==> src/rtl/alu_issue_ctrl.sv <==
// alu_issue_ctrl: multi-cycle issue/commit controller in front of the basic_arch ALU.
//
// Accepts one RV32 instruction per handshake and walks it through
// IDLE -> DECODE -> EXEC -> COMMIT -> IDLE. The accept edge is cycle 0 and the
// commit strobes are high in cycle 3.
//
// Ports:
//   clk, rst_n              clock (rising edge), asynchronous active-low reset
//   instr_valid/instr_ready fetch handshake; instr and pc are latched on accept
//   rs1_addr, rs2_addr      register-file read addresses (ALU a / rs2 operand)
//   alu_op, alu_b_sel, imm  ALU control, held from DECODE through COMMIT
//   alu_result, alu_branch  ALU outputs, sampled at the end of EXEC
//   rf_we, rf_rd, rf_wdata  register-file write (rf_we is a 1-cycle strobe)
//   pc_we, pc_next          PC update (pc_we is a 1-cycle strobe)
//   illegal                 1-cycle pulse in COMMIT for an unsupported instruction
//   busy                    high whenever the FSM is not idle
module alu_issue_ctrl #(
  parameter bit ALLOW_MUL   = 1'b1,
  parameter bit SUPPRESS_X0 = 1'b1
) (
  input  logic        clk,
  input  logic        rst_n,
  input  logic        instr_valid,
  output logic        instr_ready,
  input  logic [31:0] instr,
  input  logic [31:0] pc,
  output logic [4:0]  rs1_addr,
  output logic [4:0]  rs2_addr,
  output logic [3:0]  alu_op,
  output logic        alu_b_sel,
  output logic [31:0] imm,
  input  logic [31:0] alu_result,
  input  logic        alu_branch,
  output logic        rf_we,
  output logic [4:0]  rf_rd,
  output logic [31:0] rf_wdata,
  output logic        pc_we,
  output logic [31:0] pc_next,
  output logic        illegal,
  output logic        busy
);

  localparam logic [6:0] OpcReg    = 7'b0110011;
  localparam logic [6:0] OpcImm    = 7'b0010011;
  localparam logic [6:0] OpcBranch = 7'b1100011;

  typedef enum logic [1:0] {StIdle, StDecode, StExec, StCommit} state_e;

  state_e state_q, state_d;

  // Instruction and PC latched on accept.
  logic [31:0] instr_q;
  logic [31:0] pc_q;

  // Decoded class, registered in DECODE.
  logic is_branch_q;
  logic is_illegal_q;
  logic br_inv_q;   // branch taken when the ALU compare is false (BNE/BGEU)

  // Instruction fields.
  logic [6:0] opcode;
  logic [4:0] rd;
  logic [2:0] funct3;
  logic [4:0] rs1;
  logic [4:0] rs2;
  logic [6:0] funct7;

  assign opcode = instr_q[6:0];
  assign rd     = instr_q[11:7];
  assign funct3 = instr_q[14:12];
  assign rs1    = instr_q[19:15];
  assign rs2    = instr_q[24:20];
  assign funct7 = instr_q[31:25];

  // Immediate formats.
  logic [31:0] imm_i;
  logic [31:0] imm_sh;
  logic [31:0] imm_b;

  assign imm_i  = {{20{instr_q[31]}}, instr_q[31:20]};
  assign imm_sh = {27'd0, instr_q[24:20]};
  assign imm_b  = {{20{instr_q[31]}}, instr_q[7], instr_q[30:25], instr_q[11:8], 1'b0};

  // Combinational decode of the latched instruction.
  logic [3:0]  dec_op;
  logic        dec_bsel;
  logic [31:0] dec_imm;
  logic        dec_branch;
  logic        dec_inv;
  logic        dec_illegal;

  always_comb begin
    dec_op      = 4'b0000;
    dec_bsel    = 1'b0;
    dec_imm     = 32'd0;
    dec_branch  = 1'b0;
    dec_inv     = 1'b0;
    dec_illegal = 1'b0;

    case (opcode)
      OpcReg: begin
        case ({funct7, funct3})
          {7'h00, 3'b000}: dec_op = 4'b0000;  // ADD
          {7'h20, 3'b000}: dec_op = 4'b0001;  // SUB
          {7'h00, 3'b001}: dec_op = 4'b0010;  // SLL
          {7'h00, 3'b101}: dec_op = 4'b0100;  // SRL
          {7'h00, 3'b111}: dec_op = 4'b0011;  // AND
          {7'h00, 3'b110}: dec_op = 4'b0110;  // OR
          {7'h01, 3'b000}: begin              // MUL
            if (ALLOW_MUL) begin
              dec_op = 4'b1000;
            end else begin
              dec_illegal = 1'b1;
            end
          end
          default: dec_illegal = 1'b1;
        endcase
      end
      OpcImm: begin
        dec_bsel = 1'b1;
        dec_imm  = imm_i;
        case (funct3)
          3'b000: dec_op = 4'b0000;  // ADDI
          3'b111: dec_op = 4'b0011;  // ANDI
          3'b110: dec_op = 4'b0110;  // ORI
          3'b001, 3'b101: begin      // SLLI / SRLI: shamt only, upper bits must be zero
            dec_imm = imm_sh;
            if (funct7 != 7'd0) begin
              dec_illegal = 1'b1;
            end else begin
              dec_op = (funct3 == 3'b001) ? 4'b0010 : 4'b0100;
            end
          end
          default: dec_illegal = 1'b1;
        endcase
      end
      OpcBranch: begin
        dec_branch = 1'b1;
        dec_imm    = imm_b;
        case (funct3)
          3'b000: dec_op = 4'b1100;                    // BEQ
          3'b001: begin dec_op = 4'b1100; dec_inv = 1'b1; end  // BNE
          3'b110: dec_op = 4'b0101;                    // BLTU
          3'b111: begin dec_op = 4'b0101; dec_inv = 1'b1; end  // BGEU
          default: dec_illegal = 1'b1;
        endcase
      end
      default: dec_illegal = 1'b1;
    endcase

    // Illegal instructions still flow through the pipe but drive a benign ALU setup.
    if (dec_illegal) begin
      dec_op     = 4'b0000;
      dec_bsel   = 1'b0;
      dec_imm    = 32'd0;
      dec_branch = 1'b0;
      dec_inv    = 1'b0;
    end
  end

  // Next-state logic: the FSM never stalls once an instruction is accepted.
  always_comb begin
    state_d = state_q;
    unique case (state_q)
      StIdle:   if (instr_valid) state_d = StDecode;
      StDecode: state_d = StExec;
      StExec:   state_d = StCommit;
      StCommit: state_d = StIdle;
      default:  state_d = StIdle;
    endcase
  end

  assign instr_ready = (state_q == StIdle);
  assign busy        = (state_q != StIdle);

  // Commit values computed from the live ALU outputs during EXEC.
  logic        br_taken;
  logic [31:0] pc_seq;
  logic [31:0] pc_target;

  assign br_taken  = alu_branch ^ br_inv_q;
  assign pc_seq    = pc_q + 32'd4;
  assign pc_target = pc_q + imm;

  always_ff @(posedge clk or negedge rst_n) begin
    if (!rst_n) begin
      state_q      <= StIdle;
      instr_q      <= 32'd0;
      pc_q         <= 32'd0;
      is_branch_q  <= 1'b0;
      is_illegal_q <= 1'b0;
      br_inv_q     <= 1'b0;
      rs1_addr     <= 5'd0;
      rs2_addr     <= 5'd0;
      alu_op       <= 4'b0000;
      alu_b_sel    <= 1'b0;
      imm          <= 32'd0;
      rf_we        <= 1'b0;
      rf_rd        <= 5'd0;
      rf_wdata     <= 32'd0;
      pc_we        <= 1'b0;
      pc_next      <= 32'd0;
      illegal      <= 1'b0;
    end else begin
      state_q <= state_d;
      // Strobes are single-cycle: only the EXEC->COMMIT edge raises them.
      rf_we   <= 1'b0;
      pc_we   <= 1'b0;
      illegal <= 1'b0;

      unique case (state_q)
        StIdle: begin
          if (instr_valid) begin
            instr_q <= instr;
            pc_q    <= pc;
          end
        end
        StDecode: begin
          rs1_addr     <= rs1;
          rs2_addr     <= rs2;
          alu_op       <= dec_op;
          alu_b_sel    <= dec_bsel;
          imm          <= dec_imm;
          is_branch_q  <= dec_branch;
          is_illegal_q <= dec_illegal;
          br_inv_q     <= dec_inv;
        end
        StExec: begin
          pc_we <= 1'b1;
          if (is_illegal_q) begin
            illegal <= 1'b1;
            pc_next <= pc_seq;
          end else if (is_branch_q) begin
            // The ALU leaves result untouched on compares, so only the flag matters.
            pc_next <= br_taken ? pc_target : pc_seq;
          end else begin
            pc_next  <= pc_seq;
            rf_rd    <= rd;
            rf_wdata <= alu_result;
            rf_we    <= !(SUPPRESS_X0 && (rd == 5'd0));
          end
        end
        StCommit: begin
        end
        default: begin
        end
      endcase
    end
  end

endmodule
==> config.mk <==
export PLATFORM = sky130hd
export DESIGN_NAME = alu_issue_ctrl
export DESIGN_NICKNAME = d
export VERILOG_FILES = /design/src/rtl/alu_issue_ctrl.sv
export SDC_FILE = /design/constraint.sdc
export NUM_CORES = 1
export LEC_CHECK = 0
export CORE_MARGIN = 1
export CORE_UTILIZATION = 50
export CTS_BUF_LIST = sky130_fd_sc_hd__clkbuf_16
export DETAILED_ROUTE_END_ITERATION = 8
export PLACE_DENSITY = 0.8
export SKIP_LAST_GASP = 1
export SYNTH_ARGS = -nofsm -noshare
export SYNTH_HDL_FRONTEND = slang
export SYNTH_SLANG_ARGS = --single-unit
==> constraint.sdc <==
create_clock -name clk -period 3.3 [get_ports clk]
set_clock_uncertainty 0.15 [all_clocks]
set_input_delay 0.33 -clock clk [delete_from_list [all_inputs] [get_ports clk]]
set_output_delay 0.33 -clock clk [all_outputs]
set_load 0.02 [all_outputs]
# Yosys cells after proc, flatten, opt, wreduce, memory -nomap -nowiden
# Cells that the tools add are included.
# word_totals
in_bits	100
reg_bits	188
n_memories	0
romBits	0
output_inout_bits	121
latchBits	0
word_cells	88
mem_bits_rw	0
# classes
muxes	33
n_shift	0
n_lt_le_gt_ge	0
bitwise	3
n_mul	0
n_reduce_logical	16
add_sub_neg	2
div_mod_pow	0
eq_ne	17
# op_table
cell	count
two-way mux 32 bit	5
one-hot mux 32 bit (2 select lines)	1
adder 32 x 3 -> 32 bit, second input constant	1
adder 32 bit	1
equality test 10 x 3 -> 1 bit, second input constant	3
one-hot mux 4 bit (6 select lines)	1
two-way mux 1 bit	16
one-hot mux 4 bit (3 select lines)	1
equality test 10 x 1 -> 1 bit, second input constant	1
equality test 10 x 4 -> 1 bit, second input constant	1
equality test 10 x 9 -> 1 bit, second input constant	1
logical NOT 10 bit	1
equality test 3 bit, second input constant	3
one-hot mux 3 bit (3 select lines)	1
one-hot mux 2 bit (4 select lines)	1
one-hot mux 4 bit (2 select lines)	1
OR reduction 2 bit	4
equality test 7 x 5 -> 1 bit, second input constant	1
equality test 7 x 6 -> 1 bit, second input constant	1
equality test 7 bit, second input constant	1
nonzero test 7 bit	1
OR reduction 7 bit	1
two-way mux 3 bit	2
logical NOT 5 bit	1
18 further kinds	20

# Logic depth before layout (Yosys ltp)
# Gate-level depths: netlist (run 1).
# depth
depth_word	6
ltp_mapped	10
mapped_depth_nobuf	10

# Worst setup path after synthesis (run 1)
# No wires, ideal clock.
# synth_timing
path_type	register -> register
start	reg imm[30]
end	reg pc_next[31]
arrival_time_ns	2.922
required_ns	3.005
stages_incl_launch_ff	11
setup_time_ns	0.145
slack_ns	0.082
path_buffers	1
synth_period_minus_slack_ns	3.218
path_cell_list	dfrtp_1 > ha_1 > clkbuf_1 > nand4_1 > nor4_1 > o211ai_1 > nand4_1 > o2111ai_1 > o21ai_0 > xnor2_1 > o221ai_1
# synth_via
elab_chain_len	4
# synth_rtl
item	line	source
start: declaration	31	output logic [31:0] imm,
start signal: assignment	223	imm <= dec_imm;
adder 32 bit	183	assign pc_target = pc_q + imm;
two-way mux 32 bit	235	pc_next <= br_taken ? pc_target : pc_seq;
two-way mux 32 bit	233	end else if (is_branch_q) begin
two-way mux 32 bit	230	if (is_illegal_q) begin
end signal: assignment	232	pc_next <= pc_seq;
end signal: assignment	235	
end signal: assignment	237	pc_next <= pc_seq;
end: declaration	38	output logic [31:0] pc_next,
# Every way passes these cells.
# A chain may end at the register's enable or synchronous reset.

# Worst setup path after layout (run 1)
# layout_timing
start	reg imm[0]
end	reg pc_next[30]
# Same word-level chain as after synthesis.

==> results.json, run 1 <==
{
  "grtUsageTotal": 0.252,
  "gr-usage-met1": 0.314,
  "worst_r2r_path_depth": 10,
  "vias": 7262,
  "power-per-cell-area_nw_per_um2": 901,
  "hold_violations": 0,
  "dr.pass1.iters": 6,
  "syn_area_per_cell_um2": 10.9,
  "grt.busiest_layer": "met2",
  "row_count": 49,
  "cp.arrival_ns": 3.28,
  "start_util": 0.509,
  "route.detailed.drc": 0,
  "ys.flop_type": "dfrtp_1",
  "fin_crit_sh": 0.942,
  "synth.distinct_cells": 65,
  "fmax_mhz": 322,
  "grt.overflow.total": 0,
  "grt_first_pass_wirelength_mm": 36.5,
  "r2r-end": "pc_next[30]",
  "cts-root-buf": "clkbuf_16",
  "cap_violations": 0,
  "grtUsageMet2": 0.410,
  "setup_viol": 0,
  "hold_class": "input pin to async pin",
  "n_antenna_cell": 0,
  "clock_sinks": 169,
  "drtIter0Drc": 360,
  "ant_nets": 0,
  "grt_pass1_vias": 7088,
  "core_region_area_um2": 17900,
  "clk_pin_slew_ns": 0.07,
  "worst_slew_margin_rel": 0.565,
  "yosys.area.top_type": "dfrtp_1",
  "grtUsageMet3": 0.0863,
  "endpoint_kind": "register",
  "hold-worst-slack_ns": 0.215,
  "clkLatencyLatePin_ns": 0.44,
  "dieArea_um2": 18800,
  "cp.required_ns": 3.47,
  "fin_nets": 1182,
  "path_class": "register to register",
  "via_per_inst": 5.64,
  "cts_buffer_depth": 2,
  "finalNonFillerCells": 1288,
  "synth_area_um2": 9110,
  "finalMaxSlewViolations": 0,
  "synth_area_leaders": "dfrtp_1 (46%), mux2_2 (14%), ha_1 (4.8%), a21oi_1 (3.5%), xor2_1 (2.9%)",
  "io_pins": 221,
  "finalCriticalPeriod_ns": 3.11,
  "die_h_um": 137,
  "tightest_slew_ns": 0.653,
  "htree_levels": 4,
  "synthCells": 834,
  "grt_max_degree": 90,
  "totalWireLength_mm": 22.8,
  "async_flop_share": 1.00,
  "dp.cells": 1255,
  "cts_tree": "built",
  "status": "completed",
  "rsz0062_at_grt": "false",
  "syn-num-nets": 970,
  "antenna_found_initial": 0,
  "setup-tns-final_ns": 0,
  "ir_worst_vdd_v": 0.000623,
  "rrSetupSlack_ns": 0.19,
  "port_buffers": 220,
  "synth_most_common_cell": "dfrtp_1",
  "worst_slack_ns": 0.191,
  "gp_congestion": 0.912,
  "p_leak_nw": 5.14,
  "reg2reg_from": "imm[0]",
  "ys_seq_area_frac": 0.464,
  "drive_above_1_share": 0.180,
  "cts_made_buffers": 17,
  "yosys_register_bits": 169,
  "synth_top_area_frac": 0.464,
  "dp_hpwl_mm": 16.7,
  "die_width_um": 137,
  "area_delta_synth_final_pct": 33.8,
  "dp_slack_ns": 0.173,
  "wl_per_cell_um": 17.7,
  "synth_common_cells": "dfrtp_1 (169), mux2_2 (114), a21oi_1 (64), nand2_1 (57), nor2_1 (49)",
  "worstPathMaxFanout": 3,
  "synth-edff-count": 0,
  "yosysWarnings": 0,
  "p_total_mw": 11.0,
  "cp-start-kind": "register"
}
==> worst max-delay path, cell delays in order, from the launching register on <==
cell and delay (ns):
dfrtp_1 0.40, ha_1 0.24, fa_1 0.45, a211oi_2 0.29, o21bai_1 0.16, o21a_1 0.22
o211ai_1 0.29, a31oi_1 0.18, a31oi_1 0.25, mux2i_1 0.11, a211o_1 0.27
==> worst max path at each step <==
stage / slack [ns] / end / start / cells after the start
2_1_floorplan: 0.08 / pc_next[31] / imm[30] / 10
3_3_place_gp: 0.26 / pc_next[30] / imm[0] / 10
3_5_place_dp: 0.17 / pc_next[30] / imm[0] / 10
4_1_cts: 0.16 / pc_next[30] / imm[0] / 10
5_1_grt: 0.03 / pc_next[30] / imm[0] / 10
6_report: 0.19 / pc_next[30] / imm[0] / 10
==> area by class of cell <==
cell class | instances | area (µm²)
Timing Repair Buffer | 244 | 2410
Multi-Input combinational cell | 593 | 4550
Inverter | 21 | 78.8
Clock inverter | 15 | 206
Clock buffer | 17 | 425
Fill cell | 1370 | 5710
Tap cell | 229 | 287
Sequential cell | 169 | 4230
==> state kept, by name (all words and copies together) (netlist names), 2 cells and up <==
| name | cells |
|---|---|
| instr_q | 32 |
| pc_next | 32 |
| pc_q | 32 |
| rf_wdata | 32 |
| imm | 13 |
| rf_rd | 5 |
| rs1_addr | 5 |
| rs2_addr | 5 |
| alu_op | 4 |
| state_q | 2 |
==> where the power goes <==
part	total, mW	leakage, nW	switching (mW)	internal [mW]
combinational	5.07	2.77	2.52	2.55
sequential	3.86	2.06	0.861	3.00
clock	2.06	0.304	1.01	1.05
total	11.0	5.14	4.39	6.60
==> metal layers <==
| layer | vias up | part of all wire | routed length [µm] |
|---|---|---|---|
| met2 | 241 | 0.48 | 11000 |
| met4 | 0 | 0.019 | 426 |
| li1 | 3443 | - | - |
| met3 | 35 | 0.077 | 1760 |
| met1 | 3543 | 0.42 | 9540 |
| met5 | - | 0 | 0 |
==> metrics by stage <==
stage | util | instance area (µm²)
floorplan | - | 9110
global placement | 0.644 | 11500
detailed placement | 0.644 | 11500
CTS | 0.680 | 12200
global route | 0.681 | 12200
finish | 0.681 | 12200
==> cell families (layout without fill, tap and decap cells) <==
group                    Yosys count  after routing  share of synthesized area
adder cells (fa/ha/maj)           37             37                     0.0514
buffers and inverters             72            297                     0.0391
XOR/XNOR                          54             54                     0.0519
AO/OA/AOI/OAI                    187            187                      0.137
AND/OR/NAND/NOR                  192            192                      0.106
flip-flops                       169            169                      0.464
multiplexers                     123            123                      0.151
==> cell usage in the layout (no fill, tap or decap), types with 6 or more instances in the layout <==
cell type        instances
clkdlybuf4s50_1        219
dfrtp_1                168
mux2_2                 114
a21oi_1                 64
nand2_1                 56
nor2_1                  49
ha_1                    35
o21ai_0                 31
xor2_1                  30
xnor2_1                 24
inv_1                   21
buf_4                   21
nand3_1                 20
clkbuf_16               17
nand4_1                 11
a21o_1                  11
o221ai_1                10
mux2i_1                  9
o211ai_1                 8
a211oi_1                 8
nor3_1                   7
a22o_1                   7
clkinv_8                 7
and2_1                   6
o21a_1                   6
nand2b_1                 6
==> repair_timing <==
action | CTS | global route
hold endpoints to repair | 40 | 0
buffers inserted | 0 | 0
resized for setup | 0 | 3
hold buffers | 1 | 0
setup endpoints to repair | 0 | 5
(Power assumes the default switching activity.)
==> inputs of run 2 (changes only) <==
- CORE_ASPECT_RATIO: not set -> 1.25
==> run 2 against run 1 <==
  * Via count is 0.91% higher
  * Clock-buffer cell count did not move
  * Non-clock buffer count rose by 2
  * Worst setup slack better by 0.0064 ns
==> results.json, run 2 (synthesis results as in run 1) <==
{
  "setup_viol": 0,
  "via_per_inst": 5.71,
  "cts_made_buffers": 17,
  "worst_r2r_path_depth": 10,
  "reg2reg_from": "imm[30]",
  "cp-start-kind": "register",
  "clk_pin_slew_ns": 0.07,
  "totalWireLength_mm": 23.4,
  "fin_nets": 1184,
  "drive_above_1_share": 0.178,
  "cp.required_ns": 3.44,
  "status": "completed",
  "vias": 7328,
  "worst_slew_margin_rel": 0.553,
  "grt_first_pass_wirelength_mm": 38.0,
  "fin_crit_sh": 0.940,
  "final_common_cell": "clkdlybuf4s50_1",
  "clock_sinks": 169,
  "final_cell_mix": "clkdlybuf4s50_1 (219), dfrtp_1 (169), mux2_2 (114), a21oi_1 (64), nand2_1 (56)",
  "dr.pass1.iters": 5,
  "tightest_slew_ns": 0.670,
  "rsz0062_at_grt": "false",
  "cts_tree": "built",
  "path_class": "register to register",
  "grt_max_degree": 69,
  "worst_slack_ns": 0.197,
  "core_region_area_um2": 17600,
  "p_total_mw": 10.9,
  "endpoint_kind": "register",
  "drtIter0Drc": 359,
  "die_width_um": 123,
  "grt.overflow.total": 0,
  "power.switching_mw": 4.34,
  "grtUsageTotal": 0.262,
  "row_count": 54,
  "cts-root-buf": "clkbuf_16",
  "seq_power_share": 0.354,
  "setup-tns-final_ns": 0,
  "port_buffers": 220,
  "dp.cells": 1252,
  "ir_worst_vdd_v": 0.000509,
  "route.detailed.drc": 0,
  "cp.arrival_ns": 3.24,
  "dp_hpwl_mm": 17.2,
  "fmax_mhz": 322,
  "finalCriticalPeriod_ns": 3.10,
  "antenna_found_initial": 0,
  "clkLatencyLatePin_ns": 0.43,
  "start_util": 0.517,
  "hold-worst-slack_ns": 0.291,
  "dp_slack_ns": 0.210,
  "internal_power_mw": 6.54,
  "swShare": 0.399,
  "dieArea_um2": 18800,
  "p_leak_nw": 5.12,
  "hold_class": "input pin to async pin",
  "multiInputGateArea_um2": 4550,
  "comb_power_share": 0.471,
  "cap_violations": 0,
  "grt_pass1_vias": 7408,
  "hold_violations": 0,
  "wl_per_cell_um": 18.2,
  "ant_nets": 0,
  "cts_buffer_depth": 2,
  "cp-startpoint": "imm[30]",
  "crit_end": "pc_next[31]",
  "finalNonFillerCells": 1284,
  "rrSetupSlack_ns": 0.20,
  "worstPathMaxFanout": 13,
  "htree_levels": 4,
  "area_delta_synth_final_pct": 33.0,
  "power-per-cell-area_nw_per_um2": 898,
  "n_antenna_cell": 0,
  "finalMaxSlewViolations": 0,
  "pwr-share-clk": 0.175,
  "n_fill_cell": 1317,
  "r2r-end": "pc_next[31]",
  "io_pins": 221,
  "die_h_um": 153,
  "gp_congestion": 0.922,
  "seq_area_um2": 4230
}
## run 2: changes by cell type in the layout (fill, tap and decap cells not counted)
cell        delta
dfrtp_1        +1
dfrtp_2        -1
a211oi_2       -1
inv_6          +5
inv_1          +1
inv_12         -2
buf_4          +2
clkinv_8       -6
clkinvlp_4     +2
a211oi_1       +1
clkinv_4       -1
## run 2: timing repair
item / CTS / global route
setup buffers: 0 / 0
hold endpoints to repair: 65 / 0
endpoints found under the setup margin: 0 / 1
resized for setup: 0 / 1
hold buffers: 1 / 0
## run 2: critical path, cell delays in order, from the launching register on
cell and delay [ns]:
dfrtp_1 0.58, buf_4 0.29, ha_1 0.39, nand3_1 0.19, nor4_2 0.38, o211ai_1 0.18, nand4_1 0.15, o2111ai_1 0.15
o21ai_0 0.22, xnor2_1 0.15, o221ai_1 0.13
## run 2: worst min-delay path by stage
stage                     startpoint           to  slack, ns
after floorplan                rst_n    alu_b_sel      -0.12
after global placement         rst_n     pc_q[18]       0.22
after detailed placement       rst_n     pc_q[17]       0.22
after CTS                      rst_n     pc_q[17]       0.33
after global routing       instr[22]  instr_q[22]       0.34
final                          rst_n     pc_q[17]       0.29
## run 2: power groups by stage
stage | clock [mW] | sequential (mW) | combinational [mW]
6_report | 1.90 | 3.86 | 5.12
5_1_grt | 2.03 | 3.98 | 5.52
4_1_cts | 1.94 | 3.84 | 5.13
3_5_place_dp | 0 | 3.87 | 5.08
3_3_place_gp | 0 | 3.84 | 4.99
2_1_floorplan | 0 | 4.23 | 2.67
## run 2: through the flow
stage               utilization  instance area (µm²)
floorplan                     -                 9110
global placement          0.655                11500
detailed placement        0.655                11500
CTS                       0.687                12100
global route              0.687                12100
finish                    0.687                12100
## run 2: final cells by class
class,count,share of cell area
multi-input cells,593,0.375
flip-flops and latches,169,0.349
repair buffers,246,0.200
clock buffers,17,0.0351
well taps,224,0.0231
clock inverters,14,0.0107
inverters,21,0.00651
## run 2: layer usage
| metal | GRT usage | wire length [µm] | vias up |
|---|---|---|---|
| met5 | 0 | 0 | - |
| met4 | 0.114 | 771 | 0 |
| met3 | 0.0690 | 1500 | 50 |
| met2 | 0.443 | 11900 | 250 |
| met1 | 0.310 | 9220 | 3583 |
| li1 | - | - | 3445 |
